File: src/rtl/voice_pkg.sv
// Shared types for the voice allocator.
//   voice_state_t : lifecycle of one notebank voice
//   alloc_state_t : allocator FSM states
//   scan_result_t : candidates gathered while walking the voice bank
package voice_pkg;

  // Voice indices are carried at a fixed width so the scan record does not
  // depend on NUM_VOICES (2..16).
  localparam int IDX_W = 4;

  typedef enum logic [1:0] {
    V_FREE,
    V_HELD,
    V_REL
  } voice_state_t;

  typedef enum logic [1:0] {
    S_IDLE,
    S_SCAN,
    S_ISSUE,
    S_STEAL
  } alloc_state_t;

  typedef struct packed {
    logic             match_vld;   // some non-free voice carries the event key
    logic             match_held;  // that voice was V_HELD when scanned
    logic [IDX_W-1:0] match_idx;
    logic             free_vld;    // first V_FREE voice
    logic [IDX_W-1:0] free_idx;
    logic             rel_vld;     // oldest V_REL voice
    logic [IDX_W-1:0] rel_idx;
    logic             held_vld;    // oldest V_HELD voice (steal victim)
    logic [IDX_W-1:0] held_idx;
  } scan_result_t;

endpackage

File: src/rtl/voice_allocator_if.sv
// Key-event bus between the front end and the voice allocator.
//   ev_valid/ev_ready : handshake. An event transfers on a rising clock edge
//                       where ev_valid & ev_ready are both high. The source
//                       holds ev_on/ev_key/ev_period stable while
//                       ev_valid & !ev_ready; ev_ready never depends on
//                       ev_valid.
//   ev_on             : 1 = note-on, 0 = note-off
//   ev_key            : key number
//   ev_period         : tone period (note-on only)
interface voice_allocator_if #(
  parameter int KEY_W    = 7,
  parameter int PERIOD_W = 23
);
  logic                ev_valid;
  logic                ev_ready;
  logic                ev_on;
  logic [KEY_W-1:0]    ev_key;
  logic [PERIOD_W-1:0] ev_period;

  modport master (output ev_valid, ev_on, ev_key, ev_period, input ev_ready);
  modport slave  (input ev_valid, ev_on, ev_key, ev_period, output ev_ready);
endinterface

File: src/rtl/voice_slot.sv
// One voice's bookkeeping: lifecycle state, key, saturating age, period.
//   load/load_key/load_period : note-on assignment to this voice
//   age_inc                   : some voice took a note-on this cycle
//   release_req               : note-off accepted for this voice
//   done                      : notebank release finished (level)
//   state/key/age/period      : current values; period shows load_period
//                               in the load cycle so it lines up with note_on
module voice_slot
  import voice_pkg::*;
#(
  parameter int KEY_W    = 7,
  parameter int PERIOD_W = 23,
  parameter int AGE_W    = 8
) (
  input  logic                clk,
  input  logic                rst_b,
  input  logic                load,
  input  logic [KEY_W-1:0]    load_key,
  input  logic [PERIOD_W-1:0] load_period,
  input  logic                age_inc,
  input  logic                release_req,
  input  logic                done,
  output voice_state_t        state,
  output logic [KEY_W-1:0]    key,
  output logic [AGE_W-1:0]    age,
  output logic [PERIOD_W-1:0] period
);

  logic [PERIOD_W-1:0] period_q;

  always_ff @(posedge clk or negedge rst_b) begin
    if (!rst_b) begin
      state    <= V_FREE;
      key      <= '0;
      age      <= '0;
      period_q <= '0;
    end else if (load) begin
      // Assignment beats a simultaneous done: the voice ends up held.
      state    <= V_HELD;
      key      <= load_key;
      age      <= '0;
      period_q <= load_period;
    end else begin
      if (release_req) begin
        state <= V_REL;
      end else if (state == V_REL && done) begin
        state <= V_FREE;
      end
      if (age_inc && state != V_FREE && age != '1) begin
        age <= age + 1'b1;
      end
    end
  end

  assign period = load ? load_period : period_q;

endmodule

File: src/rtl/voice_allocator.sv
// Polyphonic voice scheduler. Accepts key events, walks the voice bank one
// voice per cycle, then starts, retriggers, reuses or steals a voice.
//   clk, rst_b        : clock, async active-low reset
//   ev                : key-event bus (slave side)
//   voice_done        : per-voice release finished
//   voice_note_on/off : one-cycle pulses per voice
//   voice_period      : voice i at [i*PERIOD_W +: PERIOD_W]
//   busy              : FSM not idle
//   fsm_state         : current FSM state (debug)
module voice_allocator
  import voice_pkg::*;
#(
  parameter int NUM_VOICES = 4,
  parameter int KEY_W      = 7,
  parameter int PERIOD_W   = 23,
  parameter int AGE_W      = 8
) (
  input  logic                           clk,
  input  logic                           rst_b,
  voice_allocator_if.slave               ev,
  input  logic [NUM_VOICES-1:0]          voice_done,
  output logic [NUM_VOICES-1:0]          voice_note_on,
  output logic [NUM_VOICES-1:0]          voice_note_off,
  output logic [NUM_VOICES*PERIOD_W-1:0] voice_period,
  output logic                           busy,
  output alloc_state_t                   fsm_state
);

  alloc_state_t        state_q, state_d;
  scan_result_t        cand_q, cand_d;
  logic [IDX_W-1:0]    idx_q;
  logic                lat_on;
  logic [KEY_W-1:0]    lat_key;
  logic [PERIOD_W-1:0] lat_period;

  voice_state_t        slot_state  [NUM_VOICES];
  logic [KEY_W-1:0]    slot_key    [NUM_VOICES];
  logic [AGE_W-1:0]    slot_age    [NUM_VOICES];
  logic [PERIOD_W-1:0] slot_period [NUM_VOICES];

  logic [NUM_VOICES-1:0] on_vec, off_vec, rel_vec;
  logic                  do_on, do_off, do_rel;
  logic [IDX_W-1:0]      on_idx, off_idx;

  // Live view of the voice under scan and of the current best candidates.
  // Ages only change on a note-on, which cannot happen mid-scan, so reading
  // the candidates' ages live is equivalent to having stored them.
  voice_state_t     cur_state;
  logic [KEY_W-1:0] cur_key;
  logic [AGE_W-1:0] cur_age, rel_age_best, held_age_best;

  always_comb begin
    cur_state     = V_FREE;
    cur_key       = '0;
    cur_age       = '0;
    rel_age_best  = '0;
    held_age_best = '0;
    for (int i = 0; i < NUM_VOICES; i++) begin
      if (IDX_W'(i) == idx_q) begin
        cur_state = slot_state[i];
        cur_key   = slot_key[i];
        cur_age   = slot_age[i];
      end
      if (IDX_W'(i) == cand_q.rel_idx)  rel_age_best  = slot_age[i];
      if (IDX_W'(i) == cand_q.held_idx) held_age_best = slot_age[i];
    end
  end

  always_comb begin
    state_d     = state_q;
    cand_d      = cand_q;
    ev.ev_ready = 1'b0;
    do_on       = 1'b0;
    do_off      = 1'b0;
    do_rel      = 1'b0;
    on_idx      = '0;
    off_idx     = '0;
    case (state_q)
      S_IDLE: begin
        ev.ev_ready = 1'b1;
        if (ev.ev_valid) begin
          state_d = S_SCAN;
          cand_d  = '0;
        end
      end
      S_SCAN: begin
        if (!cand_q.match_vld && cur_state != V_FREE && cur_key == lat_key) begin
          cand_d.match_vld  = 1'b1;
          cand_d.match_held = (cur_state == V_HELD);
          cand_d.match_idx  = idx_q;
        end
        if (!cand_q.free_vld && cur_state == V_FREE) begin
          cand_d.free_vld = 1'b1;
          cand_d.free_idx = idx_q;
        end
        // Strict compare: on equal ages the lower index already recorded wins.
        if (cur_state == V_REL && (!cand_q.rel_vld || cur_age > rel_age_best)) begin
          cand_d.rel_vld = 1'b1;
          cand_d.rel_idx = idx_q;
        end
        if (cur_state == V_HELD && (!cand_q.held_vld || cur_age > held_age_best)) begin
          cand_d.held_vld = 1'b1;
          cand_d.held_idx = idx_q;
        end
        if (idx_q == IDX_W'(NUM_VOICES - 1)) state_d = S_ISSUE;
      end
      S_ISSUE: begin
        state_d = S_IDLE;
        if (lat_on) begin
          if (cand_q.match_vld) begin
            do_on  = 1'b1;
            on_idx = cand_q.match_idx;
          end else if (cand_q.free_vld) begin
            do_on  = 1'b1;
            on_idx = cand_q.free_idx;
          end else if (cand_q.rel_vld) begin
            do_on  = 1'b1;
            on_idx = cand_q.rel_idx;
          end else if (cand_q.held_vld) begin
            // Steal: release now, restart next cycle with the new period.
            do_off  = 1'b1;
            off_idx = cand_q.held_idx;
            state_d = S_STEAL;
          end
        end else if (cand_q.match_vld && cand_q.match_held) begin
          do_off  = 1'b1;
          do_rel  = 1'b1;
          off_idx = cand_q.match_idx;
        end
      end
      S_STEAL: begin
        state_d = S_IDLE;
        do_on   = 1'b1;
        on_idx  = cand_q.held_idx;
      end
      default: state_d = S_IDLE;
    endcase
  end

  always_comb begin
    on_vec  = '0;
    off_vec = '0;
    rel_vec = '0;
    for (int i = 0; i < NUM_VOICES; i++) begin
      on_vec[i]  = do_on  && (IDX_W'(i) == on_idx);
      off_vec[i] = do_off && (IDX_W'(i) == off_idx);
      rel_vec[i] = do_rel && (IDX_W'(i) == off_idx);
    end
  end

  always_ff @(posedge clk or negedge rst_b) begin
    if (!rst_b) begin
      state_q    <= S_IDLE;
      cand_q     <= '0;
      idx_q      <= '0;
      lat_on     <= 1'b0;
      lat_key    <= '0;
      lat_period <= '0;
    end else begin
      state_q <= state_d;
      cand_q  <= cand_d;
      if (state_q == S_SCAN) idx_q <= idx_q + 1'b1;
      else                   idx_q <= '0;
      if (state_q == S_IDLE && ev.ev_valid) begin
        lat_on     <= ev.ev_on;
        lat_key    <= ev.ev_key;
        lat_period <= ev.ev_period;
      end
    end
  end

  for (genvar g = 0; g < NUM_VOICES; g++) begin : g_slot
    voice_slot #(
      .KEY_W   (KEY_W),
      .PERIOD_W(PERIOD_W),
      .AGE_W   (AGE_W)
    ) u_slot (
      .clk        (clk),
      .rst_b      (rst_b),
      .load       (on_vec[g]),
      .load_key   (lat_key),
      .load_period(lat_period),
      .age_inc    (do_on),
      .release_req(rel_vec[g]),
      .done       (voice_done[g]),
      .state      (slot_state[g]),
      .key        (slot_key[g]),
      .age        (slot_age[g]),
      .period     (slot_period[g])
    );
    assign voice_period[g*PERIOD_W +: PERIOD_W] = slot_period[g];
  end

  assign voice_note_on  = on_vec;
  assign voice_note_off = off_vec;
  assign busy           = (state_q != S_IDLE);
  assign fsm_state      = state_q;

endmodule

File: src/flat_wrapper.sv
// flat-port wrapper written by rule: the top's interface ports become plain ports
module voice_allocator_flat import voice_pkg::*;
#(
  parameter int NUM_VOICES = 4,
  parameter int KEY_W      = 7,
  parameter int PERIOD_W   = 23,
  parameter int AGE_W      = 8
)
  (clk, rst_b, voice_done, voice_note_on, voice_note_off, voice_period, busy, fsm_state, ev_ev_valid, ev_ev_on, ev_ev_key, ev_ev_period, ev_ev_ready);
  voice_allocator_if #(.KEY_W(KEY_W), .PERIOD_W(PERIOD_W)) ev_i ();
  input  logic clk;
  input  logic rst_b;
  input  logic [NUM_VOICES-1:0] voice_done;
  output logic [NUM_VOICES-1:0] voice_note_on;
  output logic [NUM_VOICES-1:0] voice_note_off;
  output logic [NUM_VOICES*PERIOD_W-1:0] voice_period;
  output logic busy;
  output alloc_state_t fsm_state;
  input wire logic [$bits(ev_i.ev_valid)-1:0] ev_ev_valid;
  input wire logic [$bits(ev_i.ev_on)-1:0] ev_ev_on;
  input wire logic [$bits(ev_i.ev_key)-1:0] ev_ev_key;
  input wire logic [$bits(ev_i.ev_period)-1:0] ev_ev_period;
  output wire logic [$bits(ev_i.ev_ready)-1:0] ev_ev_ready;
  assign ev_i.ev_valid = ev_ev_valid;
  assign ev_i.ev_on = ev_ev_on;
  assign ev_i.ev_key = ev_ev_key;
  assign ev_i.ev_period = ev_ev_period;
  assign ev_ev_ready = ev_i.ev_ready;
  voice_allocator #(.NUM_VOICES(NUM_VOICES), .KEY_W(KEY_W), .PERIOD_W(PERIOD_W), .AGE_W(AGE_W)) u_core (.clk(clk), .rst_b(rst_b), .ev(ev_i), .voice_done(voice_done), .voice_note_on(voice_note_on), .voice_note_off(voice_note_off), .voice_period(voice_period), .busy(busy), .fsm_state(fsm_state));
endmodule
File: config.mk
export PLATFORM = sky130hd
export DESIGN_NAME = voice_allocator_flat
export DESIGN_NICKNAME = d
export VERILOG_FILES = /design/src/rtl/voice_pkg.sv /design/src/rtl/voice_allocator_if.sv /design/src/rtl/voice_slot.sv /design/src/rtl/voice_allocator.sv /design/src/flat_wrapper.sv
export SDC_FILE = /design/constraint.sdc
export NUM_CORES = 1
export LEC_CHECK = 0
export BUFFER_PORTS_ARGS = -buffer_cell sky130_fd_sc_hd__buf_2
export CAP_MARGIN = 20
export CORE_UTILIZATION = 50
export DETAILED_ROUTE_END_ITERATION = 8
export PLACE_DENSITY = 0.82
export SLEW_MARGIN = 20
export SYNTH_ARGS = -nofsm -noshare
export SYNTH_HDL_FRONTEND = slang
export SYNTH_HIERARCHICAL = 1
export SYNTH_SLANG_ARGS = --single-unit
export TNS_END_PERCENT = 10
File: constraint.sdc
create_clock -name clk -period 3.33 [get_ports clk]
set_clock_uncertainty 0.2 [all_clocks]
set_input_delay 0.4995 -clock clk [delete_from_list [all_inputs] [get_ports clk]]
set_output_delay 0.4995 -clock clk [all_outputs]
set_load 0.01 [all_outputs]
# Yosys cells after proc, flatten, opt, wreduce, memory -nomap -nowiden

Cells that the tools add are included.

Add/subtract/negate cells: 5
Order comparisons: 2
Eq/ne operators: 36
Mux-type cells: 86
Reduce and logical (&&, ||, !) cells: 64

Operators by type and width:

| operator                                               | count |
|---|---|
| 2-to-1 mux 8 bit                                       | 20 |
| 2-to-1 mux 23 bit                                      | 4 |
| 2-to-1 mux 4 bit                                       | 12 |
| 2-to-1 mux 2 bit                                       | 23 |
| case mux 21 bit (2 select lines)                       | 1 |
| == test 2 x 4 -> 1 bit (first input constant)          | 10 |
| adder 8 x 1 -> 8 bit (second input constant)           | 4 |
| inequality test 8 bit (second input constant)          | 4 |
| logical AND 1 bit                                      | 31 |
| 2-to-1 mux 7 bit                                       | 4 |
| nonzero test 2 bit                                     | 11 |
| 2-to-1 mux 21 bit                                      | 1 |
| == test 1 x 4 -> 1 bit (first input constant)          | 5 |
| zero test 4 bit                                        | 5 |
| > comparator 8 bit                                     | 2 |
| 2-to-1 mux 5 bit                                       | 3 |
| == test 2 bit (second input constant)                  | 7 |
| 2-to-1 mux 1 bit                                       | 14 |
| AND reduction 3 bit                                    | 4 |
| nonzero test 3 bit                                     | 4 |
| inequality test 2 x 1 -> 1 bit (second input constant) | 5 |
| case mux 2 bit (4 select lines)                        | 1 |
| case mux 4 bit (2 select lines)                        | 1 |
| == test 7 bit                                          | 1 |
| 10 further kinds                                       | 16 |

Register bits: 218
Input port bits: 38
Output and inout bits: 104
Logic and storage cells: 223

# Logic depth before layout (Yosys ltp)

Word-level depth: 10
Depth in mapped cells: 18

# Hierarchy

Netlist, hierarchy kept.

By module, submodules not included:

| module          | times used | cells an instance | area an instance (µm²) | seq. area each (µm²) |
|---|---|---|---|---|
| voice_slot      | 4          | 115               | 1620.3                 | 1001.0 |
| voice_allocator | 1          | 495               | 4215.3                 | 1451.4 |

# Worst setup path after synthesis

Ideal clock, no wire load.

Kind: reg-to-output
Start: register u_core.state_q[1], in the netlist u_core/fsm_state[1]
End: output port voice_period[69]
Arrival: 2.971 ns
Setup slack: -0.341 ns
Stages on the path, launching flop included: 9
Path buffers: 2
Path through: dfrtp_1 clkbuf_1 nand2_1 o21ai_0 o21ai_0 a31oi_1 nor3b_1 buf_1 mux2_2

Elaborated cells on any way between the ends: 7
Those cells by class: eq/ne: 3; mux: 3; reduce/logical: 1

RTL lines:

| item                              | RTL line               | source |
|---|---|---|
| from (decl)                       | voice_allocator.sv:29  | `alloc_state_t state_q, state_d;` |
| from (signal assigned)            | voice_allocator.sv:160 | `state_q <= state_d;` |
| == test 2 bit                     | voice_allocator.sv:78  | `case (state_q)` |
| case mux 1 bit (2 select lines) * | voice_allocator.sv:78  |  |
| net u_core.do_on                  | voice_allocator.sv:42  | `logic do_on, do_off, do_rel;` |
| logical AND 1 bit *               | voice_allocator.sv:145 | `on_vec[i] = do_on && (IDX_W'(i) == on_idx);` |
| net voice_note_on[3]              | flat_wrapper.sv:14     | `output logic [NUM_VOICES-1:0] voice_note_on;` |
| 2-to-1 mux 23 bit *               | -                      |  |
| to (decl)                         | flat_wrapper.sv:16     | `output logic [NUM_VOICES*PERIOD_W-1:0] voice_period;` |

The timed path passes the listed nets; every way through them passes the cells marked *.

# Final worst setup path

Start: register u_core/cand_q[9] (netlist name)
End: output port voice_period[76]

Longest elaborated chain between the ends: 8
Elaborated cells on any way between the ends: 13
Those cells by class: eq/ne: 1; mux: 11; reduce/logical: 1

RTL lines:

| item                            | RTL line               | source |
|---|---|---|
| from (decl)                     | voice_allocator.sv:30  | `scan_result_t cand_q, cand_d;` |
| from (signal assigned)          | voice_allocator.sv:161 | `cand_q <= cand_d;` |
| 2-to-1 mux 4 bit                | voice_allocator.sv:116 | `end else if (cand_q.rel_vld) begin` |
| 2-to-1 mux 4 bit                | voice_allocator.sv:113 | `end else if (cand_q.free_vld) begin` |
| 2-to-1 mux 4 bit                | voice_allocator.sv:110 | `if (cand_q.match_vld) begin` |
| 2-to-1 mux 4 bit                | voice_allocator.sv:109 | `if (lat_on) begin` |
| case mux 4 bit (2 select lines) | voice_allocator.sv:78  |  |
| == test 2 x 4 -> 1 bit          | voice_allocator.sv:145 |  |
| logical AND 1 bit *             | voice_allocator.sv:145 |  |
| 2-to-1 mux 23 bit *             | -                      |  |

Every way passes the cells marked *; elsewhere a longest branch is shown, timed or not.

==> results.md <==
- Critical Path RT: 2.63 ns
- Slew HR: 50.7%
- Crit-path slowest cell: dfrtp_1
- Period utilization: 105%
- Total wire length: 34000 um
- First-pass DRT Iterations: 5
- RD Place Congestion: 0.916
- GR Layer Usage met1: 34.3%
- Clk_lat worst skew: 0.52 ns
- Peak supply drop: 0.629 mV
- R2R Path Start: u_core/idx_q[1]$_DFF_PN0_
- Io pins: 142
- Clk sinks: 218
- Initial Util: 50.9%
- RSZ-0062 raised after global routing: yes
- Max stage delay on crit path: 0.40 ns
- Synth Instances: 955
- Crit path DAT: 2.81 ns
- Initial antenna violation count: 0
- PnR worst setup slack: -0.179 ns
- TNS Setup: -7.60 ns
- Critical Path Start Type: flop
- Max FO, Critical Path: 11
- Worst R2R End: u_core/cand_q[6]$_DFFE_PN0P_
- Max Clock Freq: 285 MHz
- Core Rows: 53
- Grt met2 use: 47.0%
- Largest net degree at the start of global routing: 97
- Post-synth top area share: 51.0%
- Primary FF master, synth: dfrtp_1
- DRC violations left: 0
- Number of max-slew violations in the final report: 0
- Most area-hungry cell type in the Yosys netlist: dfrtp_1
- WL/cell: 23.2 um
- Final setup fails: 92
- Diode count: 0
- Failing checks: setup timing
- Crit-path most repeated cell: buf_6
- Share of layout cells above drive strength 1: 37.4%
- Hold Path Class: input pin to flop
- Reg2Reg Setup Slack: -0.05 ns
- Minimum clock period after layout: 3.51 ns
- Post-route ant nets: 0
- DIE HEIGHT: 148 um
- Synth Register Bits: 218
- Core area: 21000 sq um
- GRT Total Usage: 27.6%
- Global-route wire length before repair: 47400 um
- Iteration-0 DRC Markers: 878
- Root Buffer: clkbuf_16
- Yosys warnings: 6
- CTS Buffer Depth: 3
- Crit end category: primary output
- Syn_nets: 1017
- DP HPWL: 18000 um
- Run status: finished, violations left
- H-Tree Level Count: 1
- Via density per instance: 6.18
- Hold path depth: 3
- LEAKAGE: 0.00682 uW
- Cell family with most CP delay: simple AND/OR/NAND/NOR gates
- Gr busiest metal: met2
- Seq/Total Area, Yosys: 51.0%
- Final cell count without fillers: 1462
- Max cap viols: 0
- Nets@finish: 1234
- Worst slew pin tran: 0.740 ns
- CTS clk-pin slew, worst paths: 0.06 ns
- Area Growth Syn to Fin: 30.3%
- Top post-synthesis cells by count: 218 x dfrtp_1, 142 x nand2_1, 122 x mux2_2
- Syn avg cell area: 11.2 sq um
- GRT Residual Overflow: 0
- Endpoints failing hold: 0
- Cell count of the worst reg-to-reg path: 17
- DIE WIDTH: 148 um
- Hold EP: u_core/lat_key[0]$_DFFE_PN0P_
- Crit path kind: flop to primary output
- Synth cell types: 62
- Dpl cells: 1376
- Die area: 22000 sq um
- Cts bufs inserted: 24
- Post-synth ARST share: 100%
- GR Util met3: 5.28%
- Port buffer count: 141
- Hold wc startpoint: ev_ev_key[0]
- Vias: 9029
- Cell area power density: 774 nW/um^2
- EDFF count, synth: 0
- Crit path buffers/inverters: 3
- CP cell instances: nor2b_4, o21ai_0, nand3b_1, a31oi_4, buf_6, nor3b_4, buf_6, mux2_2, buf_2
- Number of global-route vias before repair: 8934
- CTS tree: yes
- Cell Area, Synth: 10700 sq um
- Most common cell in the netlist: dfrtp_1
- Synth top area cells: dfrtp_1 51%, mux2_2 13%, nand2_1 5.0%
## worst register-to-register path: cells and delay by family, from the launching register on
kind            cells  cell delay (ns)
fa+ha+maj           2             0.45
buf+inv             2             0.28
compound gates      8             1.40
simple gates        5             0.53
flops               1             0.39
## placed cells by master (no fill, tap or decap), types with 10 or more instances in the layout
cell,instances
dfrtp_1,212
nand2_1,139
buf_2,107
mux2_2,68
nor2_1,57
mux2_4,54
buf_4,53
a21oi_1,50
buf_6,39
dlygate4sd3_1,29
inv_1,27
nor3_1,27
clkbuf_16,26
o21ai_0,26
ha_1,20
mux2i_1,18
mux4_2,16
nand4_1,15
nor2b_1,10
## power breakdown
part | internal (uW) | total [uW] | switching (uW)
logic | 1760 | 3960 | 2200
clock network | 1780 | 2890 | 1110
registers | 3250 | 3930 | 682
total | 6790 | 10800 | 4000
## state kept, by name, indices dropped and copies added (netlist names)
| register | cells |
|---|---|
| u_core/lat_period | 23 |
| u_core/g_slot.u_slot/period_q | 92 |
| u_core/g_slot.u_slot/key | 28 |
| u_core/g_slot.u_slot/age | 32 |
| u_core/g_slot.u_slot/state | 8 |
| u_core/idx_q | 4 |
| u_core/fsm_state | 2 |
| u_core/cand_q | 21 |
| u_core/lat_on | 1 |
| u_core/lat_key | 7 |
## metrics by stage
stage / utilization (%) / worst slack (ns) / total power [uW] / hold WS, ns / area (sq um)
floorplan: - / -0.0558 / 5920 / 0.00391 / 10700
global placement: 57.3 / 0.0514 / 7000 / 0.275 / 12000
detailed placement: 57.3 / -0.0200 / 7120 / 0.281 / 12000
CTS: 64.4 / -0.0758 / 10100 / 0.00419 / 13500
global route: 66.3 / -0.228 / 11200 / 0.0253 / 13900
finish: 66.3 / -0.179 / 10800 / 0.0261 / 13900
## repair_timing
item                                   4_1_cts  5_1_grt
pin swaps                                    5       19
gates resized for setup                     42       95
hold buffers                                29        0
endpoints found under the hold margin      120        0
setup endpoints to repair                   96      106
cloned                                       3        1
buffers inserted                            12        2
## how the worst max path moves through the flow
stage,startpoint,end,depth (start not counted),slack [ns]
floorplan,u_core/idx_q[0]$_DFF_PN0_,u_core/cand_q[0]$_DFFE_PN0P_,15,-0.06
global placement,u_core/idx_q[0]$_DFF_PN0_,u_core/cand_q[1]$_DFFE_PN0P_,16,0.05
detailed placement,u_core/idx_q[0]$_DFF_PN0_,u_core/cand_q[0]$_DFFE_PN0P_,16,-0.02
CTS,u_core/cand_q[9]$_DFFE_PN0P_,voice_period[30],9,-0.08
global route,u_core/idx_q[1]$_DFF_PN0_,u_core/cand_q[6]$_DFFE_PN0P_,17,-0.23
finish,u_core/cand_q[9]$_DFFE_PN0P_,voice_period[76],9,-0.18
## final cells by class
| class | instances | area (sq um) |
|---|---|---|
| clock buffer | 33 | 706 |
| clock inverter | 8 | 145 |
| fill | 1359 | 7080 |
| inverter | 29 | 109 |
| multi-input combinational | 661 | 5290 |
| sequential | 218 | 5460 |
| tap | 275 | 344 |
| timing repair buffer | 238 | 1880 |
## kinds of logic (layout without fill, tap and decap cells)
logic type      count (synthesis)  count (layout)  synth area share (%)
compound gates                161             161                  10.4
xor+xnor                        8               8                 0.655
fa+ha+maj                      24              24                  2.81
buf+inv                        76             308                  2.94
flops                         218             218                  51.0
mux                           156             156                  17.9
simple gates                  312             312                  14.3
## layer usage
layer,vias up,part of all wire (%)
li1,3839,-
met1,4485,37
met2,568,49
met3,137,8.9
met4,0,5.1
met5,-,0
(Power assumes the default switching activity.)
